File: src/rtl/xm23_alu_pkg.sv
// xm23_alu_pkg -- shared constants for the XM23 ALU.
// Holds the 5-bit operation codes, the PSW flag bit positions and the
// position of the word/byte select inside alu_op.
package xm23_alu_pkg;

   localparam int OP_W  = 6;
   localparam int PSW_W = 16;

   // alu_op[5] selects byte mode when set
   localparam int WB_BIT = 5;

   // PSW flag positions
   localparam int PSW_C   = 0;
   localparam int PSW_Z   = 1;
   localparam int PSW_N   = 2;
   localparam int PSW_SLP = 3;
   localparam int PSW_V   = 4;

   // Operation codes (alu_op[4:0])
   localparam logic [4:0] OP_ADD  = 5'd0;
   localparam logic [4:0] OP_ADDC = 5'd1;
   localparam logic [4:0] OP_SUB  = 5'd2;
   localparam logic [4:0] OP_SUBC = 5'd3;
   localparam logic [4:0] OP_DADD = 5'd4;
   localparam logic [4:0] OP_CMP  = 5'd5;
   localparam logic [4:0] OP_XOR  = 5'd6;
   localparam logic [4:0] OP_AND  = 5'd7;
   localparam logic [4:0] OP_OR   = 5'd8;
   localparam logic [4:0] OP_BIT  = 5'd9;
   localparam logic [4:0] OP_BIC  = 5'd10;
   localparam logic [4:0] OP_BIS  = 5'd11;
   localparam logic [4:0] OP_MOV  = 5'd12;
   localparam logic [4:0] OP_SWAP = 5'd13;
   localparam logic [4:0] OP_SRA  = 5'd14;
   localparam logic [4:0] OP_RRC  = 5'd15;
   localparam logic [4:0] OP_SWPB = 5'd16;
   localparam logic [4:0] OP_SXT  = 5'd17;

   // SWPB and SXT always operate on the full word regardless of W/B
   function automatic logic is_word_only(input logic [4:0] op);
      return (op == OP_SWPB) || (op == OP_SXT);
   endfunction

endpackage

File: src/rtl/xm23_alu_if.sv
// xm23_alu_if -- operand/result bundle between the XM23 datapath and its ALU.
//   s_bus, d_bus : source / destination operands
//   alu_op       : {W/B, op[4:0]}
//   psw_in       : current PSW
//   alu_E        : operation enable (one operation per high cycle)
//   psw_update   : commit computed flags
//   alu_out      : registered result
//   psw_out      : registered resulting PSW
// master = datapath/controller side, slave = ALU side.
interface xm23_alu_if #(
   parameter int WIDTH = 16
);
   import xm23_alu_pkg::*;

   logic [WIDTH-1:0] s_bus;
   logic [WIDTH-1:0] d_bus;
   logic [OP_W-1:0]  alu_op;
   logic [PSW_W-1:0] psw_in;
   logic             alu_E;
   logic             psw_update;
   logic [WIDTH-1:0] alu_out;
   logic [PSW_W-1:0] psw_out;

   modport master (
      output s_bus, d_bus, alu_op, psw_in, alu_E, psw_update,
      input  alu_out, psw_out
   );

   modport slave (
      input  s_bus, d_bus, alu_op, psw_in, alu_E, psw_update,
      output alu_out, psw_out
   );

endinterface

File: src/rtl/xm23_bcd_adder.sv
// xm23_bcd_adder -- per-nibble decimal adder used by DADD.
//   a, b      : packed BCD operands
//   cin       : decimal carry in (PSW C)
//   byte_mode : only the low two nibbles take part; high byte of a passes through
//   sum       : packed BCD sum
//   cout      : decimal carry out of the top active nibble
module xm23_bcd_adder #(
   parameter int WIDTH = 16
) (
   input  logic [WIDTH-1:0] a,
   input  logic [WIDTH-1:0] b,
   input  logic             cin,
   input  logic             byte_mode,
   output logic [WIDTH-1:0] sum,
   output logic             cout
);

   localparam int NIB = WIDTH / 4;

   logic       carry;
   logic       byte_carry;
   logic [4:0] t;

   always_comb begin
      carry      = cin;
      byte_carry = 1'b0;
      t          = '0;
      sum        = a;
      for (int i = 0; i < NIB; i++) begin
         t = {1'b0, a[4*i +: 4]} + {1'b0, b[4*i +: 4]} + {4'b0, carry};
         // a nibble above 9 wraps back into decimal range and carries
         if (t > 5'd9) begin
            t     = t - 5'd10;
            carry = 1'b1;
         end else begin
            carry = 1'b0;
         end
         sum[4*i +: 4] = t[3:0];
         if (i == 1) begin
            byte_carry = carry;
         end
      end
      if (byte_mode) begin
         sum[WIDTH-1:8] = a[WIDTH-1:8];
      end
      cout = byte_mode ? byte_carry : carry;
   end

endmodule

File: src/rtl/xm23_alu.sv
// xm23_alu -- registered arithmetic/logic unit of the XM23 datapath.
//   Clock : rising-edge clock
//   reset : synchronous, active-high; clears alu_out and psw_out
//   bus   : xm23_alu_if slave (operands, op, PSW in, enables, registered outputs)
// One operation per cycle with alu_E high; result and PSW appear the next cycle.
module xm23_alu
   import xm23_alu_pkg::*;
#(
   parameter int WIDTH = 16
) (
   input  logic       Clock,
   input  logic       reset,
   xm23_alu_if.slave  bus
);

   logic [WIDTH-1:0] d;
   logic [WIDTH-1:0] s;
   logic [4:0]       op;
   logic             byte_mode;
   logic             c_in;

   assign d         = bus.d_bus;
   assign s         = bus.s_bus;
   assign op        = bus.alu_op[4:0];
   assign byte_mode = bus.alu_op[WB_BIT];
   assign c_in      = bus.psw_in[PSW_C];

   function automatic logic msb_of(input logic [WIDTH-1:0] x, input logic bm);
      return bm ? x[7] : x[WIDTH-1];
   endfunction

   function automatic logic is_zero(input logic [WIDTH-1:0] x, input logic bm);
      return bm ? (x[7:0] == 8'h00) : (x == '0);
   endfunction

   // Binary adder shared by ADD/ADDC/SUB/SUBC/CMP. Byte mode masks the
   // operands so the carry out lands on bit 8.
   logic [WIDTH-1:0] lo_mask;
   logic [WIDTH-1:0] b_eff;
   logic             add_cin;
   logic [WIDTH:0]   add_sum;
   logic             add_cout;
   logic             add_v;

   assign lo_mask = byte_mode ? {{(WIDTH-8){1'b0}}, 8'hFF} : '1;

   always_comb begin
      b_eff   = s;
      add_cin = 1'b0;
      case (op)
         OP_ADDC:         add_cin = c_in;
         OP_SUB, OP_CMP:  begin b_eff = ~s; add_cin = 1'b1; end
         OP_SUBC:         begin b_eff = ~s; add_cin = c_in; end
         default:         ;
      endcase
   end

   assign add_sum  = {1'b0, d & lo_mask} + {1'b0, b_eff & lo_mask} + {{WIDTH{1'b0}}, add_cin};
   assign add_cout = byte_mode ? add_sum[8] : add_sum[WIDTH];
   assign add_v    = (msb_of(d, byte_mode) == msb_of(b_eff, byte_mode)) &&
                     (msb_of(add_sum[WIDTH-1:0], byte_mode) != msb_of(d, byte_mode));

   logic [WIDTH-1:0] bcd_sum;
   logic             bcd_cout;

   xm23_bcd_adder #(.WIDTH(WIDTH)) u_bcd (
      .a         (d),
      .b         (s),
      .cin       (c_in),
      .byte_mode (byte_mode),
      .sum       (bcd_sum),
      .cout      (bcd_cout)
   );

   // res drives the flags; out_sel is what gets registered (CMP/BIT keep D)
   logic [WIDTH-1:0] res;
   logic [WIDTH-1:0] out_sel;
   logic             wr_c, wr_zn, wr_v;
   logic             new_c, new_v;
   logic             eff_byte;
   logic [WIDTH-1:0] alu_res;
   logic [PSW_W-1:0] psw_next;

   always_comb begin
      res     = d;
      out_sel = d;
      wr_c    = 1'b0;
      wr_zn   = 1'b0;
      wr_v    = 1'b0;
      new_c   = c_in;
      new_v   = bus.psw_in[PSW_V];
      case (op)
         OP_ADD, OP_ADDC, OP_SUB, OP_SUBC: begin
            res = add_sum[WIDTH-1:0]; out_sel = res;
            wr_c = 1'b1; wr_zn = 1'b1; wr_v = 1'b1;
            new_c = add_cout; new_v = add_v;
         end
         OP_CMP: begin
            res = add_sum[WIDTH-1:0];
            wr_c = 1'b1; wr_zn = 1'b1; wr_v = 1'b1;
            new_c = add_cout; new_v = add_v;
         end
         OP_DADD: begin
            res = bcd_sum; out_sel = res;
            wr_c = 1'b1; wr_zn = 1'b1; new_c = bcd_cout;
         end
         OP_XOR:          begin res = d ^ s;  out_sel = res; wr_zn = 1'b1; end
         OP_AND:          begin res = d & s;  out_sel = res; wr_zn = 1'b1; end
         OP_OR, OP_BIS:   begin res = d | s;  out_sel = res; wr_zn = 1'b1; end
         OP_BIT:          begin res = d & s;  wr_zn = 1'b1; end
         OP_BIC:          begin res = d & ~s; out_sel = res; wr_zn = 1'b1; end
         OP_MOV, OP_SWAP: begin res = s;      out_sel = s; end
         OP_SRA: begin
            res = byte_mode ? {d[WIDTH-1:8], d[7], d[7:1]} : {d[WIDTH-1], d[WIDTH-1:1]};
            out_sel = res; wr_c = 1'b1; wr_zn = 1'b1; new_c = d[0];
         end
         OP_RRC: begin
            res = byte_mode ? {d[WIDTH-1:8], c_in, d[7:1]} : {c_in, d[WIDTH-1:1]};
            out_sel = res; wr_c = 1'b1; wr_zn = 1'b1; new_c = d[0];
         end
         OP_SWPB: begin res = {d[7:0], d[WIDTH-1:8]};       out_sel = res; wr_zn = 1'b1; end
         OP_SXT:  begin res = {{(WIDTH-8){d[7]}}, d[7:0]};  out_sel = res; wr_zn = 1'b1; end
         default: ;
      endcase
   end

   assign eff_byte = byte_mode && !is_word_only(op);
   assign alu_res  = eff_byte ? {d[WIDTH-1:8], out_sel[7:0]} : out_sel;

   // Only C/Z/N/V can change; SLP and the opaque upper bits pass through
   always_comb begin
      psw_next = bus.psw_in;
      if (bus.psw_update) begin
         if (wr_c)  psw_next[PSW_C] = new_c;
         if (wr_zn) begin
            psw_next[PSW_Z] = is_zero(res, eff_byte);
            psw_next[PSW_N] = msb_of(res, eff_byte);
         end
         if (wr_v)  psw_next[PSW_V] = new_v;
      end
   end

   // ---- stage p1: registered result and PSW ----
   logic [WIDTH-1:0] res_p1;
   logic [PSW_W-1:0] psw_p1;

   always_ff @(posedge Clock) begin
      if (reset) begin
         res_p1 <= '0;
         psw_p1 <= '0;
      end else if (bus.alu_E) begin
         res_p1 <= alu_res;
         psw_p1 <= psw_next;
      end
   end

   assign bus.alu_out = res_p1;
   assign bus.psw_out = psw_p1;

endmodule

File: src/flat_wrapper.sv
// flat-port wrapper written by rule: the top's interface ports become plain ports
module xm23_alu_flat import xm23_alu_pkg::*;
#(
   parameter int WIDTH = 16
)
  (Clock, reset, bus_s_bus, bus_d_bus, bus_alu_op, bus_psw_in, bus_alu_E, bus_psw_update, bus_alu_out, bus_psw_out);
  xm23_alu_if #(.WIDTH(WIDTH)) bus_i ();
  input  logic Clock;
  input  logic reset;
  input wire logic [$bits(bus_i.s_bus)-1:0] bus_s_bus;
  input wire logic [$bits(bus_i.d_bus)-1:0] bus_d_bus;
  input wire logic [$bits(bus_i.alu_op)-1:0] bus_alu_op;
  input wire logic [$bits(bus_i.psw_in)-1:0] bus_psw_in;
  input wire logic [$bits(bus_i.alu_E)-1:0] bus_alu_E;
  input wire logic [$bits(bus_i.psw_update)-1:0] bus_psw_update;
  output wire logic [$bits(bus_i.alu_out)-1:0] bus_alu_out;
  output wire logic [$bits(bus_i.psw_out)-1:0] bus_psw_out;
  assign bus_i.s_bus = bus_s_bus;
  assign bus_i.d_bus = bus_d_bus;
  assign bus_i.alu_op = bus_alu_op;
  assign bus_i.psw_in = bus_psw_in;
  assign bus_i.alu_E = bus_alu_E;
  assign bus_i.psw_update = bus_psw_update;
  assign bus_alu_out = bus_i.alu_out;
  assign bus_psw_out = bus_i.psw_out;
  xm23_alu #(.WIDTH(WIDTH)) u_core (.Clock(Clock), .reset(reset), .bus(bus_i));
endmodule
File: config.mk
export PLATFORM = sky130hd
export DESIGN_NAME = xm23_alu_flat
export DESIGN_NICKNAME = d
export VERILOG_FILES = /design/src/rtl/xm23_alu_pkg.sv /design/src/rtl/xm23_alu_if.sv /design/src/rtl/xm23_bcd_adder.sv /design/src/rtl/xm23_alu.sv /design/src/flat_wrapper.sv
export SDC_FILE = /design/constraint.sdc
export NUM_CORES = 1
export LEC_CHECK = 0
export ABC_AREA = 1
export BUFFER_PORTS_ARGS = -buffer_cell sky130_fd_sc_hd__buf_4
export CORE_MARGIN = 1.5
export CORE_UTILIZATION = 45
export CTS_CLUSTER_SIZE = 24
export DETAILED_ROUTE_END_ITERATION = 7
export PLACE_DENSITY = 0.63
export SLEW_MARGIN = 20
export SYNTH_ARGS = -nofsm -noshare
export SYNTH_HDL_FRONTEND = slang
export SYNTH_SLANG_ARGS = --single-unit
File: constraint.sdc
create_clock -name Clock -period 14.2 [get_ports Clock]
set_clock_uncertainty 0.1 [all_clocks]
set_input_delay 2.13 -clock Clock [delete_from_list [all_inputs] [get_ports Clock]]
set_output_delay 2.13 -clock Clock [all_outputs]
set_load 0.01 [all_outputs]
==> out/summary.md, run 1 <==
## Outcome
- complete, no violations — result of the run

## STA
- 9370 ps — minimum period implied by the final worst setup slack
- 0 — max-slew violations
- 674 ps — transition time of the tightest slew-check pin
- 0 ps — Final TNS setup
- 66.0% — part of the cycle the worst path needs
- 0 — final hold violations
- false — unrepaired setup endpoints after global routing
- 0 — final setup violation count
- 55.0% — headroom to the max-slew limit
- 0.107 GHz — maximum clock frequency

## Placement
- 18200 um — half-perimeter wire length after detailed placement
- 1245 — instance count after placement with tap cells included
- 89 — Buffers on Ports
- 0.975 — GPL Wtd Cong

## Clock network
- yes — TritonCTS clock tree
- 0 — count of hold buffers inserted by post-cts repair
- 2 — CTS H-tree lvls
- 50 ps — clock-pin slew on the worst setup and hold paths
- 270 ps — later-pin clock latency in the skew report
- 2 — worst-case clock buffer depth
- 0 — postcts setup bufs
- clkbuf_16 — CTS root buffer
- 32 — number of clock sinks seen by CTS
- 5 — clock buffers created by TritonCTS
- 0 — post_cts resized

## Cells and area
- 641 um^2 — Sequential cell area
- 1253 — Cell Count, Final, Fillers Out
- 11.9% — share of cells above drive strength 1
- 1215 — Layout Nets
- 17.1% — signed area change from the synthesized netlist to the final layout
- 0 — diode insertion count for antenna repair
- 1410 — number of filler instances in the final layout
- 4480 um^2 — combined area of the multi-input logic cells

## Global routing
- 38 — pin count of the biggest net entering global routing
- 33.7% — GR Util All Layers
- met2 — busiest metal layer after global routing
- 6495 — number of global-route vias before repair
- 0 — overflow left after global routing
- 44.9% — met1 layer usage reported by global route
- 53.1% — GR Util met2
- 0 — number of antenna violations at the first check in global routing
- 4.86% — met3 track demand over resource
- 34400 um — wire length of the first global-routing pass

## Critical path
- 13470 ps — slack of the worst reg-to-reg path
- primary input — CP Launch Type
- in2reg — Setup CP Type
- 14310 ps — required time reported for the critical path endpoint
- 5 — critical path fanouts, max
- u_core.bus.psw_out[15] — worst flop-to-flop path endpoint
- nand2_1 — library cell appearing most often on the critical path
- 540 ps — delay of the slowest cell on the worst path
- fa_1 — slowest CP cell
- 9480 ps — Crit path arrival time
- u_core.bus.psw_out[15] — worst r2r src
- 2 — number of cells traversed by the worst register-to-register path
- flop — kind of end point of the critical path

## Synthesis
- nand2_1 — leading cell type by number of instances after synthesis
- 0 — count of warnings emitted by yosys
- 5750 um^2 — synthesized cell area
- 0% — share of async-settable or async-resettable flops after synthesis
- nand2_1 (18%), ha_1 (15%), dfxtp_1 (11%), nor2_1 (8.8%), inv_1 (8.0%) — Area contributors post-synth
- nand2_1 (268), nor2_1 (134), inv_1 (123) — most numerous cell types in the synthesized netlist
- 1139 — net count after synthesis
- 5.73 um^2 — Post-Synthesis Mean Instance Area
- dfxtp_1 — ys flop type
- 11.1% — sequential share of the synthesized area
- 0 — EDFF count, synth
- 47 — number of distinct library cells after synthesis
- 17.5% — fraction of post-synthesis cell area in the top cell type by area
- 1004 — instance count of the mapped netlist
- 32 — register bit count reported by yosys
- nand2_1 — area leader, netlist

## Floorplanning
- 12500 um^2 — floorplan core area
- 13500 um^2 — overall die area
- 116 um — Chip Width
- 41 — Core Rows
- 45.9% — starting utilization of the core area
- 90 — ports placed on the boundary
- 116 um — vertical die dimension

## Routing
- 0 — post-route ant nets
- 18.1 um — wire per inst
- 7096 — number of vias in the routed layout
- 6 — number of iterations in the first detailed-routing pass
- 597 — DRC marker count from the first detailed-route iteration
- 22600 um — sum of routed wire length over all layers
- 5.66 — via density per instance
- 0 — count of unresolved DRC violations after routing

## Hold path
- u_core.bus.alu_out[8] — end of the worst hold path
- reg2reg — type of the worst min-delay path
- 2 — Cells on Worst Hold Path
- u_core.bus.alu_out[8] — start point of the worst min-delay path

## Power
- 65.5 uV — largest voltage drop on the vdd net
- 70.7 nW/um^2 — power density over the cells
- 3.65 nW — Static Leak

## Run
- 0 — max-capacitance violation count

## registers in the layout, summed over array words and instances, names as in the netlist
name	count
u_core.bus.alu_out	16
u_core.bus.psw_out	16
## worst max-delay path, delay by kind of cell
family                   cells  cell delay, ps
AO/OA/AOI/OAI                3             500
XOR/XNOR                     3             800
adder cells (fa/ha/maj)     10            3590
buffers and inverters        7             580
AND/OR/NAND/NOR             21            1880
## logic make-up after synthesis
logic type      count (synthesis)  synth area share (%)
xor+xnor                       20                  3.05
buf+inv                       162                  10.9
compound gates                191                  19.1
flops                          32                  11.1
fa+ha+maj                      77                  18.1
simple gates                  522                  37.8
## layout by cell type, fill, tap and decap left out, types with 2 or more instances in the layout
| master | count |
|---|---|
| inv_1 | 123 |
| a2111oi_0 | 2 |
| o31ai_1 | 3 |
| nand3_1 | 77 |
| o22ai_1 | 4 |
| buf_4 | 91 |
| o211ai_1 | 10 |
| clkinv_1 | 2 |
| nor2_2 | 5 |
| nand3b_1 | 3 |
| nand4_1 | 16 |
| xor2_1 | 14 |
| nand2_1 | 268 |
| nor4_1 | 3 |
| clkbuf_16 | 5 |
| a221oi_1 | 2 |
| fa_1 | 10 |
| o41ai_1 | 4 |
| o21a_1 | 3 |
| nand2_2 | 3 |
| a211o_1 | 2 |
| xnor2_1 | 6 |
| o221ai_1 | 4 |
| o2111ai_1 | 3 |
| a31oi_1 | 3 |
| o21ai_0 | 59 |
| nor2_1 | 134 |
| a21oi_1 | 75 |
| o21bai_1 | 2 |
| dfxtp_1 | 32 |
| nor3_1 | 7 |
| inv_2 | 15 |
| o21ai_1 | 7 |
| ha_1 | 67 |
| a211oi_1 | 4 |
| or2_2 | 2 |
| clkbuf_8 | 2 |
## stage by stage
stage               instance area (um^2)  power [mW]  util (%)  setup WS, ps  hold slack (ps)
floorplan                           5750       0.259         -          5660              390
global placement                    6550       0.342      52.3          4870              356
detailed placement                  6550       0.342      52.3          4640              358
CTS                                 6730       0.473      53.8          4910              366
global route                        6730       0.510      53.8          4170              378
finish                              6730       0.476      53.8          4830              362
## per-layer routing
layer,up-vias,wire length [um],part of all wire [%]
met5,-,0,0
met4,0,1300,5.7
met3,85,1650,7.3
met2,341,9770,43
met1,3228,9900,44
li1,3442,-,-
## area by class of cell
type	instances	share of cell area (%)
Timing Repair Buffer	91	10.2
Clock buffer	7	2.27
Sequential cell	32	9.52
Inverter	140	7.81
Clock inverter	1	0.446
Multi-Input combinational cell	810	66.6
Tap cell	172	3.20
## report_power, final
part	internal, mW	leakage (nW)	switching, mW	total (mW)
sequential	0.0968	0.265	0.00347	0.100
clock	0.0922	0.0901	0.0375	0.130
combinational	0.0874	3.29	0.158	0.246
total	0.276	3.65	0.199	0.476
## worst max path at each step
stage                              from               endpoint  cells past startpoint
final                     bus_psw_in[0]  u_core.bus.psw_out[1]                     44
after global routing      bus_psw_in[0]  u_core.bus.psw_out[1]                     42
after CTS                 bus_psw_in[0]  u_core.bus.psw_out[1]                     44
after detailed placement  bus_psw_in[0]  u_core.bus.psw_out[1]                     44
after global placement    bus_psw_in[0]  u_core.bus.psw_out[1]                     44
after floorplan           bus_psw_in[0]  u_core.bus.psw_out[1]                     43
(Power assumes the default switching activity.)
==> run 2: changes to the inputs <==
Settings changed: ABC_AREA 1 to 0, PLACE_DENSITY 0.63 to 0.65.
Clock period 14.2 ns to 8.5 ns, I/O delays scaled along.
==> run 2 against run 1 <==
- worst setup slack got worse by 4500 ps
- core utilization increased by 1.1 points
- worst hold slack lost 2.5 ps
- first-iteration DRC count grew 31%
- largest power group unchanged
==> out/summary.md, run 2 <==
## Outcome
- complete, no violations — result of the run

## Floorplanning
- 46.8% — starting utilization of the core area
- 90 — ports placed on the boundary
- 115 um — vertical die dimension
- 13300 um^2 — overall die area
- 115 um — Chip Width
- 12200 um^2 — floorplan core area
- 40 — Core Rows

## Cells and area
- 6670 um^2 — Non-Filler Cell Area, Final
- 954 — Layout Nets
- 641 um^2 — Sequential cell area
- 1217 — number of filler instances in the final layout
- 17.9% — share of cells above drive strength 1
- buf_4 (103), nor2_1 (71), ha_1 (67), inv_1 (56), nand2_1 (51) — commonest non-fill, non-tap cells in the layout
- 17.2% — signed area change from the synthesized netlist to the final layout
- 4650 um^2 — combined area of the multi-input logic cells
- buf_4 — most common cell after layout, fill and taps aside
- 0 — diode insertion count for antenna repair

## Global routing
- 0 — overflow left after global routing
- 0 — number of antenna violations at the first check in global routing
- 32800 um — wire length of the first global-routing pass
- 39 — pin count of the biggest net entering global routing
- 5875 — number of global-route vias before repair
- 32.4% — GR Util All Layers

## Clock network
- 280 ps — later-pin clock latency in the skew report
- 2 — worst-case clock buffer depth
- 60 ps — clock-pin slew on the worst setup and hold paths
- 32 — number of clock sinks seen by CTS
- 5 — clock buffers created by TritonCTS
- clkbuf_16 — CTS root buffer
- 2 — CTS H-tree lvls
- 0 — post_cts resized
- 0 — count of hold buffers inserted by post-cts repair
- 0 — postcts setup bufs
- yes — TritonCTS clock tree

## STA
- 8120 ps — minimum period implied by the final worst setup slack
- 377 ps — worst path setup slack after routing
- 30.0% — headroom to the max-slew limit
- false — unrepaired setup endpoints after global routing
- 360 ps — hold slack
- 0 — max-slew violations
- 0 — final hold violations
- 1050 ps — transition time of the tightest slew-check pin
- 95.6% — part of the cycle the worst path needs
- 0 — final setup violation count
- 0.123 GHz — maximum clock frequency

## Critical path
- u_core.bus.psw_out[1] — worst flop-to-flop path endpoint
- 8590 ps — required time reported for the critical path endpoint
- 450 ps — delay of the slowest cell on the worst path
- 8210 ps — Crit path arrival time
- in2reg — Setup CP Type
- 7 — critical path fanouts, max
- u_core.bus.psw_out[1] — worst r2r src
- fa_1 — slowest CP cell
- 4 — number of cells traversed by the worst register-to-register path
- flop — kind of end point of the critical path
- inv_1 — library cell appearing most often on the critical path
- primary input — CP Launch Type
- adder cells — kind of cell adding the most delay to the critical path
- 7400 ps — slack of the worst reg-to-reg path
- 7 — number of buffers and inverters on the critical path

## Power
- 83.2 uV — largest voltage drop on the vdd net
- 122 nW/um^2 — power density over the cells
- 2.95 nW — Static Leak

## Synthesis
- 14.7% — fraction of post-synthesis cell area in the top cell type by area
- 0% — share of async-settable or async-resettable flops after synthesis
- dfxtp_1 — ys flop type
- 11.3% — sequential share of the synthesized area
- 757 — instance count of the mapped netlist
- ha_1 — area leader, netlist
- 32 — register bit count reported by yosys
- 88 — number of distinct library cells after synthesis
- 5690 um^2 — synthesized cell area
- 892 — net count after synthesis
- 7.52 um^2 — Post-Synthesis Mean Instance Area
- 0 — count of warnings emitted by yosys
- nor2_1 (71), ha_1 (67), inv_1 (56) — most numerous cell types in the synthesized netlist
- nor2_1 — leading cell type by number of instances after synthesis
- ha_1 (15%), dfxtp_1 (11%), nor2_1 (4.7%), a21oi_1 (4.4%), xnor2_1 (4.2%) — Area contributors post-synth
- 0 — EDFF count, synth

## Routing
- 5 — number of iterations in the first detailed-routing pass
- 22.2 um — wire per inst
- 6423 — number of vias in the routed layout
- 0 — count of unresolved DRC violations after routing
- 21900 um — sum of routed wire length over all layers
- 782 — DRC marker count from the first detailed-route iteration
- 6.50 — via density per instance
- 0 — post-route ant nets

## Placement
- 16500 um — half-perimeter wire length after detailed placement
- 89 — Buffers on Ports
- 1.01 — GPL Wtd Cong
- 6460 um^2 — post-place instance area
- -45.1 ps — worst slack after detailed placement

## Hold path
- u_core.bus.alu_out[11] — end of the worst hold path
- u_core.bus.alu_out[11] — start point of the worst min-delay path
- 2 — Cells on Worst Hold Path
- reg2reg — type of the worst min-delay path

## Run
- 0 — max-capacitance violation count

## run 2: cell count changes in the layout (fill, tap and decap cells not counted), moves of 18 or more
cell,change
nand3_1,-61
xnor2_1,+20
nor2_1,-63
inv_1,-67
a21oi_1,-28
mux2i_1,+18
o21ai_0,-35
nand2_1,-217
## run 2: worst max path at each step
stage                  startpoint                      to  cells after the start
floorplan           bus_psw_in[0]  u_core.bus.alu_out[13]                     30
global placement    bus_psw_in[0]   u_core.bus.psw_out[1]                     32
detailed placement  bus_psw_in[0]   u_core.bus.psw_out[1]                     32
CTS                 bus_psw_in[0]   u_core.bus.psw_out[1]                     32
global route        bus_psw_in[0]   u_core.bus.psw_out[1]                     34
finish               bus_d_bus[0]   u_core.bus.psw_out[1]                     34
## run 2: through the flow
step	utilization, %	power (mW)	instances	setup TNS, ps
2_1_floorplan	-	0.445	757	0
3_3_place_gp	53.0	0.584	979	0
3_5_place_dp	53.1	0.593	980	-80.9
4_1_cts	54.5	0.799	988	0
5_1_grt	54.8	0.864	988	0
6_report	54.8	0.816	988	0
## run 2: cell families (layout without fill, tap and decap cells)
family	count (synthesis)	count (layout)	synth area share, %
compound gates	239	239	30.9
fa+ha+maj	77	77	18.2
xor+xnor	36	36	5.67
flops	32	32	11.3
simple gates	247	247	22.4
mux	21	21	3.76
buf+inv	105	168	7.70
## run 2: routing by layer
layer | track usage [%] | vias up | part of all wire (%)
met5 | 0 | - | 0
met4 | 14.5 | 0 | 3.4
met3 | 6.17 | 54 | 12
met2 | 48.1 | 395 | 43
met1 | 45.4 | 3041 | 42
li1 | - | 2933 | -
## run 2: final cells by class
class / instances / share of cell area (%)
Tap cell: 168 / 3.15
Sequential cell: 32 / 9.60
Multi-Input combinational cell: 620 / 69.8
Inverter: 56 / 3.15
Clock buffer: 5 / 1.88
Timing Repair Buffer: 104 / 11.8
Clock inverter: 3 / 0.638
## run 2: worst min-delay path, stage by stage, from the launching register on
cell     delay (ps)
dfxtp_1         310
nand2_1          60
a21oi_1          50
## run 2: power by group
part,switching (mW),internal (mW)
Sequential,0.00608,0.161
Combinational,0.259,0.183
Clock,0.0684,0.138
Total,0.334,0.482
